===== config.mk =====
export PLATFORM = sky130hd
export DESIGN_NAME = calc_result_display
export DESIGN_NICKNAME = d
export VERILOG_FILES = /design/src/rtl/calc_result_display.sv
export SDC_FILE = /design/constraint.sdc
export NUM_CORES = 1
export LEC_CHECK = 0
export BUFFER_PORTS_ARGS = -buffer_cell sky130_fd_sc_hd__clkbuf_2
export CAP_MARGIN = 20
export CORE_AREA = 4 4 106 108
export DETAILED_ROUTE_END_ITERATION = 8
export DIE_AREA = 0 0 110 112
export HOLD_SLACK_MARGIN = 0.15
export SYNTH_ARGS = -nofsm -noshare
export SYNTH_HDL_FRONTEND = slang
export SYNTH_SLANG_ARGS = --single-unit

===== constraint.sdc =====
create_clock -name clk -period 4.7 [get_ports clk]
set_clock_uncertainty 0.15 [all_clocks]
set_input_delay 0.94 -clock clk [delete_from_list [all_inputs] [get_ports clk]]
set_output_delay 0.94 -clock clk [all_outputs]
set_load 0.02 [all_outputs]

===== src/rtl/calc_result_display.sv =====
// Result-bus display back end: captures an 8-bit result, converts it to BCD with a
// sequential double-dabble engine and scans it onto a 4-digit 7-segment display.
module calc_result_display #(
  parameter int SCAN_DIV = 1024,
  parameter int SCAN_W   = 10
) (
  input  logic       clk,
  input  logic       rst_n,
  input  logic [7:0] result_in,
  input  logic       result_valid,
  input  logic       signed_mode,
  output logic [6:0] seg_out,
  output logic [3:0] digit_en,
  output logic       busy
);

  localparam logic [1:0] ST_IDLE    = 2'd0;
  localparam logic [1:0] ST_CONVERT = 2'd1;
  localparam logic [1:0] ST_LOAD    = 2'd2;

  logic [1:0]        state_q, state_d;
  logic [2:0]        iter_q, iter_d;
  logic [7:0]        mag_q, mag_d;
  logic [11:0]       bcd_q, bcd_d;
  logic              neg_q, neg_d;
  logic              pend_q, pend_d;
  logic [7:0]        pend_val_q, pend_val_d;
  logic              pend_mode_q, pend_mode_d;
  logic [11:0]       disp_bcd_q, disp_bcd_d;
  logic              disp_neg_q, disp_neg_d;
  logic [SCAN_W-1:0] scan_cnt_q, scan_cnt_d;
  logic [1:0]        digit_idx_q, digit_idx_d;
  logic [11:0]       bcd_adj;

  // Returns {neg, magnitude}; in signed mode 8'h80 maps to a magnitude of 128.
  function automatic logic [8:0] capture(input logic [7:0] v, input logic m);
    if (m && v[7]) capture = {1'b1, (~v) + 8'd1};
    else           capture = {1'b0, v};
  endfunction

  function automatic logic [6:0] seg7(input logic [3:0] d);
    case (d)
      4'd0:    seg7 = 7'h3F;
      4'd1:    seg7 = 7'h06;
      4'd2:    seg7 = 7'h5B;
      4'd3:    seg7 = 7'h4F;
      4'd4:    seg7 = 7'h66;
      4'd5:    seg7 = 7'h6D;
      4'd6:    seg7 = 7'h7D;
      4'd7:    seg7 = 7'h07;
      4'd8:    seg7 = 7'h7F;
      4'd9:    seg7 = 7'h6F;
      default: seg7 = 7'h00;
    endcase
  endfunction

  always_comb begin
    for (int i = 0; i < 3; i++) begin
      bcd_adj[i*4 +: 4] = (bcd_q[i*4 +: 4] >= 4'd5) ? bcd_q[i*4 +: 4] + 4'd3 : bcd_q[i*4 +: 4];
    end
  end

  always_comb begin
    state_d     = state_q;
    iter_d      = iter_q;
    mag_d       = mag_q;
    bcd_d       = bcd_q;
    neg_d       = neg_q;
    pend_d      = pend_q;
    pend_val_d  = pend_val_q;
    pend_mode_d = pend_mode_q;
    disp_bcd_d  = disp_bcd_q;
    disp_neg_d  = disp_neg_q;
    case (state_q)
      ST_IDLE: begin
        if (result_valid) begin
          {neg_d, mag_d} = capture(result_in, signed_mode);
          bcd_d   = 12'd0;
          iter_d  = 3'd0;
          state_d = ST_CONVERT;
        end
      end
      ST_CONVERT: begin
        bcd_d  = {bcd_adj[10:0], mag_q[7]};
        mag_d  = {mag_q[6:0], 1'b0};
        iter_d = iter_q + 3'd1;
        if (iter_q == 3'd7) state_d = ST_LOAD;
      end
      ST_LOAD: begin
        disp_bcd_d = bcd_q;
        disp_neg_d = neg_q;
        if (pend_q) begin
          {neg_d, mag_d} = capture(pend_val_q, pend_mode_q);
          bcd_d   = 12'd0;
          iter_d  = 3'd0;
          state_d = ST_CONVERT;
        end else begin
          state_d = ST_IDLE;
        end
      end
      default: state_d = ST_IDLE;
    endcase
    // A pulse arriving in LOAD refills the buffer even while the old entry is consumed.
    if (state_q != ST_IDLE && result_valid) begin
      pend_d      = 1'b1;
      pend_val_d  = result_in;
      pend_mode_d = signed_mode;
    end else if (state_q == ST_LOAD && pend_q) begin
      pend_d = 1'b0;
    end
  end

  always_comb begin
    scan_cnt_d  = scan_cnt_q + 1'b1;
    digit_idx_d = digit_idx_q;
    if (scan_cnt_q == SCAN_W'(SCAN_DIV - 1)) begin
      scan_cnt_d  = '0;
      digit_idx_d = digit_idx_q + 2'd1;
    end
  end

  always_ff @(posedge clk or negedge rst_n) begin
    if (!rst_n) begin
      state_q     <= ST_IDLE;
      iter_q      <= 3'd0;
      mag_q       <= 8'd0;
      bcd_q       <= 12'd0;
      neg_q       <= 1'b0;
      pend_q      <= 1'b0;
      pend_val_q  <= 8'd0;
      pend_mode_q <= 1'b0;
      disp_bcd_q  <= 12'd0;
      disp_neg_q  <= 1'b0;
      scan_cnt_q  <= '0;
      digit_idx_q <= 2'd0;
    end else begin
      state_q     <= state_d;
      iter_q      <= iter_d;
      mag_q       <= mag_d;
      bcd_q       <= bcd_d;
      neg_q       <= neg_d;
      pend_q      <= pend_d;
      pend_val_q  <= pend_val_d;
      pend_mode_q <= pend_mode_d;
      disp_bcd_q  <= disp_bcd_d;
      disp_neg_q  <= disp_neg_d;
      scan_cnt_q  <= scan_cnt_d;
      digit_idx_q <= digit_idx_d;
    end
  end

  assign busy     = (state_q != ST_IDLE);
  assign digit_en = 4'(4'b0001 << digit_idx_q);

  always_comb begin
    seg_out = 7'h00;
    case (digit_idx_q)
      2'd0: seg_out = seg7(disp_bcd_q[3:0]);
      2'd1: seg_out = (disp_bcd_q[11:8] == 4'd0 && disp_bcd_q[7:4] == 4'd0) ? 7'h00 : seg7(disp_bcd_q[7:4]);
      2'd2: seg_out = (disp_bcd_q[11:8] == 4'd0) ? 7'h00 : seg7(disp_bcd_q[11:8]);
      2'd3: seg_out = disp_neg_q ? 7'h40 : 7'h00;
      default: seg_out = 7'h00;
    endcase
  end

endmodule


==> flow_metrics.tcl <==
set metrics [dict create \
    status "complete, no violations" \
    timing.critical_path.from "disp_bcd_q[9]$_DFFE_PN0P_" \
    layout.filler_cells 1020 \
    reg2reg_to "bcd_q[11]$_DFFE_PN0P_" \
    hpwl_um 6158 \
    cts.sinks 61 \
    path_cells "inv_1, ha_1, nand2b_4, mux2i_1, nor3_1, o32a_1, clkbuf_2" \
    synth-compound-area-share_pct 18.04 \
    fin_crit_sh_pct 68.84 \
    num_vias 3105 \
    cts_made_buffers 9 \
    regArea_um2 1526 \
    fin_crit_ns 3.236 \
    synthSimpleGateAreaFrac_pct 17.76 \
    post-synth-top-count-cell "dfrtp_1" \
    rr_startpoint "state_q[0]$_DFFE_PN0P_" \
    setup_slack_ns 1.464 \
    rsz0062_at_grt "false" \
    ff2ff_path_depth 6 \
    grt_pass1_vias 3047 \
    setup_tns_ns 0 \
    detail-route-antenna-nets 0 \
    worst_pin_slew_ns 0.8093 \
    utilization_pct 43.51 \
    worstHoldPathType "flip-flop to flip-flop" \
    synth_area_um2 4009 \
    diodes 0 \
    synth-xor-area-share_pct 3.496 \
    grt_max_degree 40 \
    worstSetupPathType "flip-flop to output port" \
    crit_slowest_cell "dfrtp_1" \
    initial_core_util_pct 39.18 \
    fp-row-count 37 \
    io_pins 24 \
    critPathCaptureType "output port" \
    die_w_um 110 \
    synth_top_area_cell "dfrtp_1" \
    synthCells 434 \
    place_congestion 0.8409 \
    ys_top_cells_by_area "dfrtp_1 (38%), ha_1 (12%), nand2_1 (4.9%), mux2_2 (4.8%), o21ai_0 (4.0%)" \
    drt-pass1-iter-count 5 \
    clkLatencyLatePin_ns 0.35 \
    die_h_um 112 \
    ys_ff_latch 61 \
    synth_top_cell_area_share_pct 38.08 \
    relSlewSlack_pct 46.05 \
    fmaxAchievable_mhz 309.1 \
    worst-path-buf-inv 2 \
    die-area_um2 12320 \
    postCtsHoldBufs 0 \
    holdWs_ns 0.3288 \
    synth_top_family_by_area "compound AO/OA/AOI/OAI gates" \
    io_buffer_count 23 \
    grtUsageTotal_pct 14.55 \
    p_total_mw 2.056 \
    cts_tree "done" \
    stdcell_area_um2 4452 \
    peakVddDrop_v 0.0002885 \
    powerDensity_nw_per_um2 461.8 \
    ys_warn_count 0 \
    worst-endpoint-arrival_ns 2.15 \
    core_um2 10230 \
    worst-path-stages 7 \
    viasPerCell 5.227 \
    cts-resized-gates 0 \
    place_area_um2 4225 \
    wl_per_cell_um 14.06 \
    finalNetCount 502 \
    wl_um 8350 \
    drv_cap 0 \
    dp.cells 577 \
    multi_input_area_um2 2271 \
    cts_root_buf "clkbuf_8" \
    cts_buffer_depth 2 \
    pre_cts_ws_ns 1.854 \
    drive_above_1_share_pct 15.50 \
    slew_viol_final 0 \
    post_cts_buffers 0 \
    critPathMaxStageDelay_ns 0.41 \
    final-setup-viol-count 0 \
    synth_edf_count 0 \
    ff2ff_setup_slack_ns 2.36 \
    ys_seq_area_share_pct 38.08 \
    ys_types 62 \
    fin_cells 594 \
    critPathCapture "seg_out[3]" \
    cp-start-kind "flip-flop" \
    cts.reportedPaths.clkPinSlew_ns 0.07 \
    syn_to_final_growth_pct 11.05 \
    final_hold_viol_count 0 \
    cts_max_level 3 \
    cp_max_fo 5 \
    cp.required_ns 3.61 \
    drc 0 \
    synth.net_count 483 \
    grt_pass1_wl_um 14420 \
    drt_iter0_drc 171 \
    synth.top_cells.by_count "dfrtp_1 (61), nand2_1 (52), ha_1 (37)" \
    crit_family "flip-flops" \
    synthMuxAreaShare_pct 5.805 \
    antenna_found_initial 0 \
    synth_ff_type "dfrtp_1" \
    async_flop_share_pct 100.0 \
    overflow 0 \
    synthAdderAreaFrac_pct 11.55 \
    syn_avg_cell_area_um2 9.237 \
    power_leakage_nw 1.981 \
]
-- metal layers --
metal	vias to the layer above	share of wire, %	GRT usage [%]
met5	-	0	0
met4	0	1.9	5.320
met3	11	3.6	3.652
met2	49	47	22.90
met1	1489	47	19.18
li1	1556	-	-
-- worst min-delay path by stage --
stage	start	end	slack, ns	cells after the start
after floorplan	iter_q[1]$_DFFE_PN0P_	iter_q[1]$_DFFE_PN0P_	0.29	2
after global placement	iter_q[1]$_DFFE_PN0P_	iter_q[1]$_DFFE_PN0P_	0.30	2
after detailed placement	iter_q[2]$_DFFE_PN0P_	iter_q[2]$_DFFE_PN0P_	0.32	2
after CTS	iter_q[2]$_DFFE_PN0P_	iter_q[2]$_DFFE_PN0P_	0.33	2
after global routing	iter_q[1]$_DFFE_PN0P_	iter_q[1]$_DFFE_PN0P_	0.35	2
final	iter_q[2]$_DFFE_PN0P_	iter_q[2]$_DFFE_PN0P_	0.33	2
-- state kept, by name, indices dropped and copies added (netlist names), 2 cells and up --
name,flops
bcd_q,12
digit_idx_q,2
disp_bcd_q,12
iter_q,3
mag_q,8
pend_val_q,8
scan_cnt_q,10
state_q,2
-- layout by cell type (no fill, tap or decap), types with 4 or more instances in the layout --
master | synthesis | layout
a21oi_1 | 18 | 18
a221oi_1 | 4 | 4
a22o_1 | 4 | 4
clkbuf_2 | 0 | 23
clkbuf_8 | 0 | 9
dfrtp_1 | 61 | 61
ha_1 | 37 | 37
inv_1 | 32 | 32
mux2_2 | 17 | 17
nand2_1 | 52 | 52
nand2b_1 | 13 | 13
nand3_1 | 8 | 8
nor2_1 | 27 | 27
nor2b_1 | 5 | 5
nor3_1 | 9 | 9
nor3b_1 | 5 | 5
o21ai_0 | 32 | 32
o21ai_1 | 8 | 8
o22ai_1 | 7 | 7
o31ai_1 | 4 | 4
xnor2_1 | 13 | 13
-- power breakdown --
| group | switching, mW | leakage (nW) | internal (mW) |
|---|---|---|---|
| clock network | 0.220 | 0.104 | 0.247 |
| registers | 0.120 | 0.794 | 0.644 |
| logic | 0.500 | 1.08 | 0.325 |
| total | 0.841 | 1.98 | 1.22 |
-- tightest hold or removal path, delay by kind of cell, from the launching register on --
kind,cells,cell delay (ns)
DFF,1,0.35
and+or+nand+nor,2,0.10
-- layout make-up --
class / instances / share of cell area, %
multi-input cells: 322 / 51.01
clock inverters: 7 / 1.686
repair buffers: 27 / 3.710
inverters: 32 / 2.698
clock buffers: 9 / 2.782
flip-flops and latches: 61 / 34.29
well taps: 136 / 3.822
-- cell families (layout without fill, tap and decap cells) --
family	Yosys count	in the layout
simple gates	139	139
xor+xnor	16	16
mux	21	21
fa+ha+maj	37	37
flops	61	61
compound gates	109	109
buf+inv	51	75
Power figures use the tool's default switching activity.
